[config.mk]
export PLATFORM = sky130hd
export DESIGN_NAME = fetch_unit
export DESIGN_NICKNAME = d
export VERILOG_FILES = /design/src/rtl/fetch_pkg.sv /design/src/rtl/fetch_skid_buf.sv /design/src/rtl/fetch_unit.sv
export SDC_FILE = /design/constraint.sdc
export NUM_CORES = 1
export LEC_CHECK = 0
export CORE_ASPECT_RATIO = 0.5
export CORE_UTILIZATION = 54
export DETAILED_ROUTE_END_ITERATION = 8
export PLACE_DENSITY = 0.87
export SKIP_CTS_REPAIR_TIMING = 1
export SLEW_MARGIN = 15
export SYNTH_ARGS = -nofsm -noshare
export SYNTH_HDL_FRONTEND = slang
export SYNTH_SLANG_ARGS = --single-unit
[constraint.sdc]
create_clock -name clk -period 5.9 [get_ports clk]
set_clock_uncertainty 0.05 [all_clocks]
set_input_delay 1.18 -clock clk [delete_from_list [all_inputs] [get_ports clk]]
set_output_delay 1.18 -clock clk [all_outputs]
set_load 0.02 [all_outputs]
[src/rtl/fetch_pkg.sv]
// Shared definitions for the instruction fetch stage: bubble encoding, FSM states, default widths.
package fetch_pkg;

    localparam int ADDR_W_DEFAULT = 10;

    localparam logic [4:0] NOOP_OPCODE = 5'b00000;

    localparam logic [31:0] NOOP_INSTR = {NOOP_OPCODE, 27'b0};

    typedef enum logic [1:0] {
        BOOT = 2'd0,
        RUN  = 2'd1,
        HOLD = 2'd2
    } fetch_state_t;

endpackage

[src/rtl/fetch_skid_buf.sv]
// One-entry {pc, instr} holding buffer that catches the word returning from memory while decode stalls.
module fetch_skid_buf
    import fetch_pkg::*;
#(
    parameter int ADDR_W = ADDR_W_DEFAULT
) (
    input  logic              clk,
    input  logic              rst,
    input  logic              load,
    input  logic              drain,
    input  logic              clear,
    input  logic [ADDR_W-1:0] load_pc,
    input  logic [31:0]       load_instr,
    output logic              full,
    output logic [ADDR_W-1:0] pc,
    output logic [31:0]       instr
);

    logic              full_reg;
    logic [ADDR_W-1:0] pc_reg;
    logic [31:0]       instr_reg;

    always_ff @(posedge clk) begin
        if (rst || clear) begin
            full_reg  <= 1'b0;
            pc_reg    <= '0;
            instr_reg <= NOOP_INSTR;
        end else if (load) begin
            full_reg  <= 1'b1;
            pc_reg    <= load_pc;
            instr_reg <= load_instr;
        end else if (drain) begin
            full_reg  <= 1'b0;
        end
    end

    assign full  = full_reg;
    assign pc    = pc_reg;
    assign instr = instr_reg;

endmodule

[src/rtl/fetch_unit.sv]
// Instruction fetch stage: owns the PC, reads a synchronous imem and feeds decode one word per cycle.
// Optional FETCH_PERF_EN adds perf_fetched / perf_stalls counters.
module fetch_unit
    import fetch_pkg::*;
#(
    parameter int                ADDR_W   = ADDR_W_DEFAULT,
    parameter logic [ADDR_W-1:0] RESET_PC = '0
) (
    input  logic              clk,
    input  logic              rst,
    input  logic              stall_in,
    input  logic              redirect_valid,
    input  logic [ADDR_W-1:0] redirect_pc,
    output logic [ADDR_W-1:0] imem_addr,
    output logic              imem_rd_en,
    input  logic [31:0]       imem_rdata,
    output logic [31:0]       instr_out,
    output logic [ADDR_W-1:0] pc_out,
    output logic              instr_valid
`ifdef FETCH_PERF_EN
    ,
    output logic [31:0]       perf_fetched,
    output logic [31:0]       perf_stalls
`endif
);

    fetch_state_t      state_reg, state_next;
    logic [ADDR_W-1:0] pc_reg;
    logic              inflight_reg;
    logic [ADDR_W-1:0] inflight_pc_reg;
    logic [31:0]       instr_out_reg;
    logic [ADDR_W-1:0] pc_out_reg;
    logic              valid_reg;
    logic              issue;

    logic              skid_load, skid_drain, skid_full;
    logic [ADDR_W-1:0] skid_pc;
    logic [31:0]       skid_instr;

    always_ff @(posedge clk) begin
        if (rst) begin
            state_reg <= BOOT;
        end else begin
            state_reg <= state_next;
        end
    end

    always_comb begin
        state_next = state_reg;
        if (redirect_valid) begin
            state_next = BOOT;
        end else begin
            case (state_reg)
                BOOT:    state_next = RUN;
                RUN:     if (stall_in)  state_next = HOLD;
                HOLD:    if (!stall_in) state_next = RUN;
                default: state_next = BOOT;
            endcase
        end
    end

    // BOOT always issues; afterwards a read is only issued when decode will take the result.
    always_comb begin
        issue = 1'b0;
        if (!rst && !redirect_valid) begin
            case (state_reg)
                BOOT:    issue = 1'b1;
                RUN:     issue = !stall_in;
                HOLD:    issue = !stall_in;
                default: issue = 1'b0;
            endcase
        end
    end

    assign imem_rd_en = issue;
    assign imem_addr  = pc_reg;

    assign skid_load  = !rst && !redirect_valid && stall_in && inflight_reg;
    assign skid_drain = !rst && !redirect_valid && !stall_in && skid_full;

    fetch_skid_buf #(
        .ADDR_W(ADDR_W)
    ) u_skid (
        .clk        (clk),
        .rst        (rst),
        .load       (skid_load),
        .drain      (skid_drain),
        .clear      (redirect_valid),
        .load_pc    (inflight_pc_reg),
        .load_instr (imem_rdata),
        .full       (skid_full),
        .pc         (skid_pc),
        .instr      (skid_instr)
    );

    always_ff @(posedge clk) begin
        if (rst) begin
            pc_reg          <= RESET_PC;
            inflight_reg    <= 1'b0;
            inflight_pc_reg <= '0;
            instr_out_reg   <= NOOP_INSTR;
            pc_out_reg      <= '0;
            valid_reg       <= 1'b0;
        end else if (redirect_valid) begin
            pc_reg        <= redirect_pc;
            inflight_reg  <= 1'b0;
            instr_out_reg <= NOOP_INSTR;
            valid_reg     <= 1'b0;
        end else begin
            if (issue) begin
                pc_reg <= pc_reg + ADDR_W'(1);
            end
            inflight_reg    <= issue;
            inflight_pc_reg <= pc_reg;
            // A stalled output holds; otherwise the skid word is older than any returning word.
            if (!stall_in) begin
                if (skid_full) begin
                    instr_out_reg <= skid_instr;
                    pc_out_reg    <= skid_pc;
                    valid_reg     <= 1'b1;
                end else if (inflight_reg) begin
                    instr_out_reg <= imem_rdata;
                    pc_out_reg    <= inflight_pc_reg;
                    valid_reg     <= 1'b1;
                end else begin
                    instr_out_reg <= NOOP_INSTR;
                    valid_reg     <= 1'b0;
                end
            end
        end
    end

    assign instr_out   = instr_out_reg;
    assign pc_out      = pc_out_reg;
    assign instr_valid = valid_reg;

`ifdef FETCH_PERF_EN
    logic [31:0] perf_fetched_reg;
    logic [31:0] perf_stalls_reg;

    always_ff @(posedge clk) begin
        if (rst) begin
            perf_fetched_reg <= '0;
            perf_stalls_reg  <= '0;
        end else begin
            if (valid_reg && !stall_in) begin
                perf_fetched_reg <= perf_fetched_reg + 32'd1;
            end
            if (stall_in) begin
                perf_stalls_reg <= perf_stalls_reg + 32'd1;
            end
        end
    end

    assign perf_fetched = perf_fetched_reg;
    assign perf_stalls  = perf_stalls_reg;
`endif

endmodule

Word-level counts from Yosys, hierarchy flattened
Cells that the tools add are included.
{"block": "classes", "add_sub_neg": 1, "n_eq_ne": 4, "muxes": 15, "n_bitwise": 2, "reduce_logical": 17}
{"op": "two-way mux 32 bit", "count": 2}
{"op": "two-way mux 10 bit", "count": 4}
{"op": "adder 10 x 1 -> 10 bit (second input constant)", "count": 1}
{"op": "one-hot mux 2 bit (3 select lines)", "count": 1}
{"op": "nonzero test 2 bit", "count": 3}
{"op": "logical AND 1 bit", "count": 5}
{"op": "two-way mux 1 bit", "count": 5}
{"op": "two-way mux 2 bit", "count": 2}
{"op": "!= test 2 bit (second input constant)", "count": 2}
{"op": "OR reduction 2 bit", "count": 2}
{"op": "zero test 1 bit", "count": 3}
{"op": "AND reduction 3 bit", "count": 1}
{"op": "== test 2 x 1 -> 1 bit (second input constant)", "count": 1}
{"op": "== test 2 bit (second input constant)", "count": 1}
{"op": "zero test 2 bit", "count": 1}
{"op": "inverter 1 bit", "count": 2}
{"op": "one-hot mux 1 bit (2 select lines)", "count": 1}
{"op": "AND reduction 2 bit", "count": 1}
{"op": "logical OR 1 bit", "count": 1}
{"block": "totals", "reg_bits": 109, "inputBits": 46, "wordCells": 49}

Logic depth before layout (Yosys ltp)
{"block": "logic_depth", "depth_word": 6, "mapped_depth": 7}

Hierarchy
A second synthesis with hierarchy kept.
{"block": "hier_totals", "cells_unflattened": 470, "hier_area_um2": 4673.2}
{"mod": "fetch_unit", "n_inst": 1, "cells_each": 329, "area_each_um2": 3086.7}
{"mod": "fetch_skid_buf", "n_inst": 1, "cells_each": 141, "area_each_um2": 1586.5}

Worst setup path before layout
Ideal clock, no wire load.
{"block": "synth_path", "kind": "input to output", "start": "in rst", "end": "out imem_rd_en", "t_arrival_ns": 2.151, "slack_ns": 2.519, "stages": 5, "n_path_buf": 3, "cell_sequence": "buf_2 -> or2_1 -> clkbuf_1 -> clkbuf_1 -> nor2_1"}
{"block": "synth_via", "elab_chain_len": 3}
{"item": "start: declaration", "line_no": "fetch_unit.sv:10", "text": "input logic rst,"}
{"item": "zero test 1 bit", "line_no": "fetch_unit.sv:65", "text": "if (!rst && !redirect_valid) begin"}
{"item": "logical AND 1 bit", "line_no": "fetch_unit.sv:65"}
{"item": "two-way mux 1 bit", "line_no": "fetch_unit.sv:65"}
{"item": "end: declaration", "line_no": "fetch_unit.sv:15", "text": "output logic imem_rd_en,"}
Every way passes these cells.

Final worst setup path
{"block": "layout_path", "start": "in stall_in", "end": "out imem_rd_en"}
{"block": "layout_via", "elab_chain_len": 3}
{"item": "start: declaration", "line_no": "fetch_unit.sv:11", "text": "input logic stall_in,"}
{"item": "zero test 1 bit"}
{"item": "one-hot mux 1 bit (2 select lines)", "line_no": "fetch_unit.sv:66", "text": "case (state_reg)"}
{"item": "two-way mux 1 bit", "line_no": "fetch_unit.sv:65"}
Every way passes these cells.

==> qor_table.md <==
| Group | Parameter | Value |
| --- | --- | --- |
| logic synthesis | Average instance area after synthesis | 8.678 um^2 |
| global routing | Wire length of the first global-routing pass | 16820 um |
| die | Full die area | 8617 um^2 |
| clock tree | Number of clock sinks | 109 |
| sta | Max transition margin | 49.81% |
| critical path | Type of the worst setup path | primary input to output port |
| critical path | Setup slack, reg-to-reg | 3.81 ns |
| logic synthesis | Predominant post-synthesis flop cell | dfxtp_1 |
| die | Core Footprint | 7652 um^2 |
| cells and area | Register Area | 2183 um^2 |
| detailed routing | DR WL/cell | 14.60 um |
| critical path | Slowest cell on the critical path | clkdlybuf4s50_1 |
| critical path | Delay contributed by the slowest stage of the critical path | 0.79 ns |
| detailed routing | Wire length reported by the detailed router | 10310 um |
| critical path | Startpoint types | primary input |
| cells and area | Most common cell after layout, fill and taps aside | nand2_1 |
| detailed routing | Number of violations reported at the end of detailed-routing iteration 0 | 192 |
| global routing | Global-route usage over all layers | 25.25% |
| logic synthesis | Synthesized Nets | 564 |
| global routing | Initial antenna violation count | 0 |
| cells and area | Area growth, synth to finish | 30.44% |
| global routing | Overflow left after global routing | 0 |
| logic synthesis | Number of warnings issued by yosys | 0 |
| placement | Global placer's final weighted congestion | 0.8778 |
| critical path | Worst setup path startpoint | stall_in |
| sta | Final period util | 71.72% |
| global routing | Maximum number of pins on one net before global-route repair | 45 |
| cells and area | Most frequent cells in the layout | 128 x nand2_1, 108 x dfxtp_1, 99 x clkdlybuf4s50_1 |
| critical path | Signal arrival time at the worst endpoint | 3.00 ns |
| critical path | Startpoint of the most critical register-to-register path | state_reg[0] |
| global routing | Met3 Usage GRT | 5.502% |
| cells and area | Layout Nets | 645 |
| clock tree | CTS tree | built |
| critical path | Cell breakdown of the critical path | clkdlybuf4s50_1 > nor2b_4 > o21ai_4 > nor2_1 > clkdlybuf4s50_1 |
| run | Max-cap violations | 0 |
| die | Number of core rows | 22 |
| detailed routing | Average vias per placed instance | 5.407 |
| logic synthesis | Count of flip-flops with a built-in enable after synthesis | 0 |
| sta | Worst slack on hold paths | 0.4018 ns |
| cells and area | Multi-input logic area | 2105 um^2 |
| sta | Unrepaired setup endpoints after global routing | false |
| pwr | Leakage power summed over all cells | 0.002038 uW |
| detailed routing | Via count | 3817 |
| critical path | Largest fanout of any net on the critical path | 11 |
| pwr | VDD IR max | 0.1698 mV |
| critical path | Destination of the worst register-to-register timing path | imem_addr[5] |
| sta | Final-report max-slew violation count | 0 |
| sta | Worst setup slack after layout | 1.669 ns |
| critical path | Endpoint of the worst setup timing path | imem_rd_en |
| die | DIE WIDTH | 130.3 um |
| cells and area | Proportion of layout cells with a drive suffix above 1 | 5.518% |
| critical path | Critical Path Most Common Cell | clkdlybuf4s50_1 |
| die | Vertical extent of the die | 66.14 um |
| logic synthesis | Netlist Area Pre-Place | 4443 um^2 |
| sta | Post-Route Setup TNS | 0 ns |
| logic synthesis | Synth Register Bits | 109 |
| global routing | Routing usage on met1 | 30.11% |
| critical path | Required time worst endpoint | 4.67 ns |
| cells and area | Core Util, Final | 75.74% |
| placement | Post-detailed-placement half-perimeter wirelength | 6676 um |
| die | Number of top-level pins | 100 |
| detailed routing | Residual antenna-violating net count after detailed routing | 0 |
| sta | Achievable clock frequency | 236.3 MHz |
| sta | Slew @ Worst Pin | 0.7520 ns |
| placement | Post-placement setup slack | 1.703 ns |
| logic synthesis | Fraction of the yosys area taken by sequential cells | 49.11% |
| run status | Result of the run | finished, final reports clean |
| clock tree | Longest Clk Path Bufs | 2 |
| critical path | Worst reg-to-reg path cell count | 6 |
| global routing | Routing usage on met2 | 45.68% |
| sta | Finish-stage setup viols | 0 |
| critical path | Type of destination of the critical path | output port |
| logic synthesis | Synth async-reset ratio | 0% |
| detailed routing | DR pass1 iterations | 4 |
| global routing | Busiest metal layer after global routing | met2 |
| cells and area | Number of filler instances in the final layout | 587 |
| clock tree | Number of CTS-inserted buffers | 9 |
| clock tree | Source-to-sink clock delay at the later pin of the worst-skew pair | 0.35 ns |
| clock tree | Clock-pin slew of the registers on the worst-case setup and hold paths | 0.07 ns |
| logic synthesis | Gate count of the mapped netlist | 512 |
| clock tree | Cell chosen for the clock root | clkbuf_16 |
| logic synthesis | Cell variety after synth | 44 |
| sta | Endpoints failing hold | 0 |
| cells and area | # diodes | 0 |
| global routing | Via count of the first global-routing pass | 3606 |
| clock tree | Maximum level of the CTS H-tree | 3 |
| hold path | Worst hold path class | flip-flop to flip-flop |
| placement | Port Buf Inserts | 99 |
| sta | Time the worst path needs with I/O delays and setup | 4.231 ns |
| pwr | Final Total Pwr | 1535 uW |
| detailed routing | DRC violation count after routing | 0 |
| die | Effective utilization at floorplan | 58.06% |
| pwr | Pwr dens | 264.9 nW/um^2 |
## power breakdown
part,internal (uW),switching [uW]
combinational,73.6,76.7
clock,344,273
sequential,752,16.4
total,1170,366
## critical path: cells and delay by family
family	cells	cell delay, ns
AND/OR/NAND/NOR	2	0.18
AO/OA/AOI/OAI	1	0.30
buffers and inverters	2	1.33
## layout make-up
cell class              instances  area share [%]
well taps                     108           2.332
flip-flops and latches        109           37.67
clock buffers                  10           4.123
multi-input cells             362           36.31
inverters                       5          0.3238
repair buffers                106           18.01
clock inverters                 6           1.231
## worst min path at each step
stage                       start           end  slack (ns)  cells after the start
6_report             instr_out[2]  instr_out[2]        0.40                      2
5_1_grt              instr_out[7]  instr_out[7]        0.42                      2
4_1_cts              instr_out[2]  instr_out[2]        0.40                      2
3_5_place_dp         instr_out[2]  instr_out[2]        0.39                      2
3_3_place_gp          instr_valid   instr_valid        0.38                      2
2_1_floorplan  inflight_pc_reg[0]  u_skid.pc[0]        0.38                      2
## metal layers
metal  vias up  wire (um)
li1       1907          -
met1      1819       4557
met2        81       5224
met3        10        421
met4         0        103
met5         -          0
## cell families after synthesis
logic type      Yosys count  share of synthesized area, %
xor+xnor                  4                        0.7887
compound gates           98                         13.01
mux                      50                         11.29
flops                   109                         49.11
fa+ha+maj                 6                         1.690
buf+inv                  41                         3.971
simple gates            204                         20.13
## stage by stage
| step | cell area [um^2] | instances |
|---|---|---|
| 6_report | 5796 | 706 |
| 5_1_grt | 5796 | 706 |
| 4_1_cts | 5787 | 706 |
| 3_5_place_dp | 5477 | 690 |
| 3_3_place_gp | 5477 | 690 |
| 2_1_floorplan | 4443 | 512 |
## cell usage after synthesis (3+ instances only)
cell type / instances / share of area (%)
a211oi_1: 17 / 2.9
a21oi_1: 35 / 3.9
buf_1: 6 / 0.51
buf_2: 11 / 1.2
clkbuf_1: 17 / 1.4
dfxtp_1: 109 / 49
ha_1: 6 / 1.7
inv_1: 5 / 0.42
mux2i_1: 49 / 11
nand2_1: 128 / 11
nand3_1: 17 / 1.9
nor2_1: 34 / 2.9
nor2b_1: 4 / 0.56
nor3_1: 3 / 0.34
o21ai_0: 25 / 2.8
o21ai_1: 9 / 1.0
or4_1: 3 / 0.51
xor2_1: 3 / 0.59
No activity file was read; power rests on OpenSTA's default activity.
==> RTL change 1 (config.mk and constraints unchanged) <==
Build with the macro `FETCH_PERF_EN` defined.
--- a/src/rtl/fetch_unit.sv
+++ b/src/rtl/fetch_unit.sv
@@ -1,5 +1,7 @@
 // Instruction fetch stage: owns the PC, reads a synchronous imem and feeds decode one word per cycle.
 // Optional FETCH_PERF_EN adds perf_fetched / perf_stalls counters.
+`define FETCH_PERF_EN
+
 module fetch_unit
     import fetch_pkg::*;
 #(
Formal check against the unedited RTL (old outputs only; new: perf_fetched and perf_stalls): equivalent (Yosys induction, for registers that start in step).
==> RTL change 1 against the unedited design <==
Combinational power is 9% higher; critical path depth stayed put; setup slack worse by 0.077 ns; sequential cell count is 64 higher; routed wire length is 84% higher; sequential share of layout area is 1.8 points lower; design area is 67% higher; core utilization is 1.4 points lower; highest routed layer unchanged; synthesized area is 66% higher; power is 62% higher; global-route usage is 1.6 points higher.
==> RTL change 1: results (changes against the unedited design) <==
| Quantity | Reported | Unit | Change |
|---|---|---|---|
| Run status | finished clean | - |  |
| Share of the yosys chip area belonging to registers | 0.4690 | - | -0.02214 |
| Post-layout net count | 1048 | - | +62% |
| Placed Cells incl. Taps | 1145 | - | +66% |
| Post-detailed-route wirelength per cell | 16.15 | um | +11% |
| GP Congestion | 0.8544 | - | -2.7% |
| R2R Setup Slk | 3.25 | ns | -0.56 ns |
| Global-route wire length before repair | 31.19 | mm | +85% |
| Initial detailed-routing violation count | 517 | - | +170% |
| Hold_ws | 0.4055 | ns | +0.003748 ns |
| Reported leakage power | 3.192 | nW | +57% |
| Worst IR drop on VDD | 0.2008 | mV | +18% |
| Transition time at the pin with the least slew margin | 1.043 | ns | +0.2914 ns |
| IO Port Bufs | 163 | - | +65% |
| Final Non-Filler Cells | 1177 | - | +67% |
| Clock buffers created by TritonCTS | 17 | - | +8 |
| List of most frequent post-synthesis cells | 173 x sky130_fd_sc_hd__dfxtp_1, 146 x sky130_fd_sc_hd__nand2_1, 69 x sky130_fd_sc_hd__a21oi_1 | - |  |
| Worst hold start | u_skid.instr[19]$_SDFFE_PP0P_ | - |  |
| Data arrival time of the worst path | 3.08 | ns | +0.08 ns |
| Layout cell share with drive strength beyond 1 | 0.05164 | - | -0.003545 |
| Post-synth net total | 918 | - | +63% |
| Number of global-route vias before repair | 6599 | - | +83% |
| First-pass iteration count of the detailed router | 5 | - | +1 |
| Destination of the worst register-to-register timing path | perf_stalls[21]$_SDFFE_PP0P_ | - |  |
| Length in cells of the worst reg-to-reg path | 4 | - | -2 |
| Startpoint of the most critical setup path | redirect_valid | - |  |
| Maximum net fanout on the critical path | 29 | - | +18 |
| Hold Crit Endpoint | u_skid.instr[19]$_SDFFE_PP0P_ | - |  |
| Start of the worst register-to-register path | perf_stalls[10]$_SDFFE_PP0P_ | - |  |
| Met1 Track Usage GR | 0.3219 | - | +0.02083 |
| Pin count of the biggest net entering global routing | 69 | - | +53% |
| Met2 Track Usage GR | 0.4761 | - | +0.01935 |
| Cells taking the most area after synthesis | sky130_fd_sc_hd__dfxtp_1 47%, sky130_fd_sc_hd__nand2_1 7.4%, sky130_fd_sc_hd__mux2i_1 6.9% | - |  |
| Gate count of the mapped netlist | 864 | - | +69% |
| Number of unique standard cell types used by synthesis | 45 | - | +2.3% |
| Met3 layer usage reported by global route | 0.06129 | - | +0.006276 |
-- RTL change 1: area by class of cell --
cell class                 instances  area (um^2)
multi-input combinational        619         3656
sequential                       173         3465
fill                             916         3337
timing repair buffer             170         1679
clock buffer                      17        425.4
tap                              170        212.7
clock inverter                    15        166.4
inverter                          13        48.80
-- RTL change 1: cells by family after synthesis --
| kind of cell | after synthesis | share of synthesized area |
|---|---|---|
| AND/OR/NAND/NOR | 362 | 0.2420 |
| flip-flops | 173 | 0.4690 |
| AO/OA/AOI/OAI | 172 | 0.1364 |
| buffers and inverters | 72 | 0.03880 |
| multiplexers | 52 | 0.07065 |
| XOR/XNOR | 25 | 0.02965 |
| adder cells (fa/ha/maj) | 8 | 0.01356 |
-- RTL change 1: how the worst max path moves through the flow --
stage	end	slack, ns	cells past startpoint
floorplan	imem_rd_en	2.70	3
global placement	imem_rd_en	1.65	5
detailed placement	imem_rd_en	1.62	5
CTS	imem_rd_en	1.61	5
global route	imem_rd_en	1.53	5
finish	imem_rd_en	1.59	5
-- RTL change 1: power by group --
group          internal [W]  switching, W  leakage, nW  total [W]
sequential          0.00118     0.0000180         1.40    0.00120
clock              0.000574      0.000540        0.291    0.00111
combinational     0.0000754     0.0000881         1.50   0.000164
-- RTL change 1: critical path, cell delays in order --
cell	delay [ns]
sky130_fd_sc_hd__clkdlybuf4s50_1	0.40
sky130_fd_sc_hd__buf_4	0.25
sky130_fd_sc_hd__nor3_2	0.35
sky130_fd_sc_hd__o21a_1	0.26
sky130_fd_sc_hd__clkdlybuf4s50_1	0.63
-- RTL change 1: layer usage --
metal	part of all wire	up-vias
met2	0.49	226
met1	0.43	3323
met5	0	-
met4	0.023	0
li1	-	3331
met3	0.057	45
-- RTL change 1: per-stage QoR --
| step | area, um^2 | total power (W) | util |
|---|---|---|---|
| after floorplan | 7385 | 0.001310 | - |
| after global placement | 9052 | 0.001385 | 0.6969 |
| after detailed placement | 9052 | 0.001389 | 0.6969 |
| after CTS | 9644 | 0.002486 | 0.7424 |
| after global routing | 9653 | 0.002565 | 0.7431 |
| final | 9653 | 0.002481 | 0.7431 |
==> RTL change 2 (same settings) <==
Made on the original files. The 3 states of `fetch_state_t` get a one-hot encoding in 3 bits.
--- a/src/rtl/fetch_pkg.sv
+++ b/src/rtl/fetch_pkg.sv
@@ -7,10 +7,10 @@
 
     localparam logic [31:0] NOOP_INSTR = {NOOP_OPCODE, 27'b0};
 
-    typedef enum logic [1:0] {
-        BOOT = 2'd0,
-        RUN  = 2'd1,
-        HOLD = 2'd2
+    typedef enum logic [2:0] {
+        BOOT = 3'b001,
+        RUN  = 3'b010,
+        HOLD = 3'b100
     } fetch_state_t;
 
 endpackage
Formal check against the unedited RTL: no difference found for any inputs over 10 cycles, from zero or initial values and one cycle with rst high; not proved beyond that.
==> RTL change 2 against the unedited design <==
Register-to-register slack got worse by 0.16 ns; power shrank 0.72%; final cell count shrank 1.3%; synthesized area fell by 3.0%; design area decreased by 2.1%; synthesized cell count fell by 2.0%; routed wire length decreased by 7.0%; critical path depth fell by 1; sequential cell count rose by 1; combinational power fell by 6%; via count shrank 2.2%; setup slack got worse by 0.11 ns; core utilization decreased by 0.23 points; largest cell class unchanged; largest power group unchanged.
==> RTL change 2: results (changes against the unedited design) <==
| Quantity | Reported | Unit | Change |
|---|---|---|---|
| Global-route wire length before repair | 16.16 | mm | -3.9% |
| Share of total power consumed by net switching | 0.2262 | - | -0.01242 |
| Post-Place Cell Area | 5364 | um^2 | -2.1% |
| Largest stage delay, worst path | 0.62 | ns | -0.17 ns |
| Layout cell share with drive strength beyond 1 | 0.04584 | - | -0.009344 |
| GP Congestion | 0.7599 | - | -13% |
| Reported sequential group power | 0.000773 | W | +0.7% |
| Number of vias after detailed routing | 3733 | - | -2.2% |
| Syn_area_per_cell | 8.586 | um^2 | -1.1% |
| Clock network power consumption | 0.000611 | W | -1% |
| Placed Cells incl. Taps | 681 | - | -1.3% |
| R2R Setup Slk | 3.65 | ns | -0.16 ns |
| Cells taking the most area after synthesis | sky130_fd_sc_hd__dfxtp_1 51%, sky130_fd_sc_hd__mux2i_1 11%, sky130_fd_sc_hd__nand2_1 11% | - |  |
| Reported leakage power | 1.855 | nW | -9.0% |
| Worst hold start | instr_out[4]$_SDFFE_PP0N_ | - |  |
| Maximum net fanout on the critical path | 15 | - | +4 |
| Hold_ws | 0.3952 | ns | -0.006568 ns |
| Xor-xnor portion of the synthesized cell area | 0.006096 | - | -0.001789 |
| Number of maximum-capacitance constraint violations | 0 | - | unchanged |
| Number of unique standard cell types used by synthesis | 39 | - | -11% |
| NetSw | 0.0003448 | W | -5.9% |
| Number of global-route vias before repair | 3539 | - | -1.9% |
| Transition time at the pin with the least slew margin | 0.9257 | ns | +0.1737 ns |
| Final Non-Filler Cells | 697 | - | -1.3% |
| Share of the yosys chip area belonging to registers | 0.5109 | - | +0.01976 |
| Initial detailed-routing violation count | 234 | - | +22% |
| Post-synth net total | 549 | - | -2.7% |
| Post-layout net count | 631 | - | -2.2% |
| Worst setup timing slack at the placement stage | 1.597 | ns | -0.1056 ns |
| Post-synthesis compound-gate area fraction | 0.1530 | - | +0.02287 |
| Overall track demand over capacity in global routing | 0.2444 | - | -0.008133 |
| Hold Crit Endpoint | instr_out[4]$_SDFFE_PP0N_ | - |  |
| Post-detailed-route wirelength per cell | 13.76 | um | -5.8% |
| Worst IR drop on VDD | 0.1565 | mV | -7.8% |
| Share of synthesized cell area in full adder, half adder and majority cells | 0.002903 | - | -0.01399 |
| Final clock period utilization by the worst path | 0.7359 | - | +0.01870 |
| List of most frequent post-synthesis cells | 128 x sky130_fd_sc_hd__nand2_1, 110 x sky130_fd_sc_hd__dfxtp_1, 49 x sky130_fd_sc_hd__mux2i_1 | - |  |
| Destination of the worst register-to-register timing path | instr_out[5]$_SDFFE_PP0N_ | - |  |
| Share of cell area taken by muxes after synthesis | 0.1138 | - | +0.0008622 |
| Run status | finished clean | - |  |
| Start of the worst register-to-register path | u_skid.full$_SDFFE_PP0P_ | - |  |
RTL change 2: per-layer routing:
layer | wire [um] | share of wire | global-route usage | vias up
li1 | - | - | - | 1885
met3 | 415 | 0.043 | 0.05375 | 9
met5 | 0 | 0 | 0 | -
met2 | 4786 | 0.50 | 0.4324 | 87
met1 | 4294 | 0.45 | 0.3009 | 1752
met4 | 91 | 0.0095 | 0.07353 | 0
RTL change 2: final cells by class:
cell class | count | area, um^2 | share of cell area
tap | 108 | 135.1 | 0.02381
clock inverter | 3 | 42.54 | 0.007497
clock buffer | 13 | 260.3 | 0.04587
sequential | 110 | 2203 | 0.3883
multi-input combinational | 351 | 1967 | 0.3466
inverter | 6 | 22.52 | 0.003969
timing repair buffer | 106 | 1044 | 0.1839
RTL change 2: worst max-delay path, delay by kind of cell:
family / cells / cell delay (ns)
buf+inv: 2 / 1.17
compound gates: 1 / 0.58
simple gates: 1 / 0.17
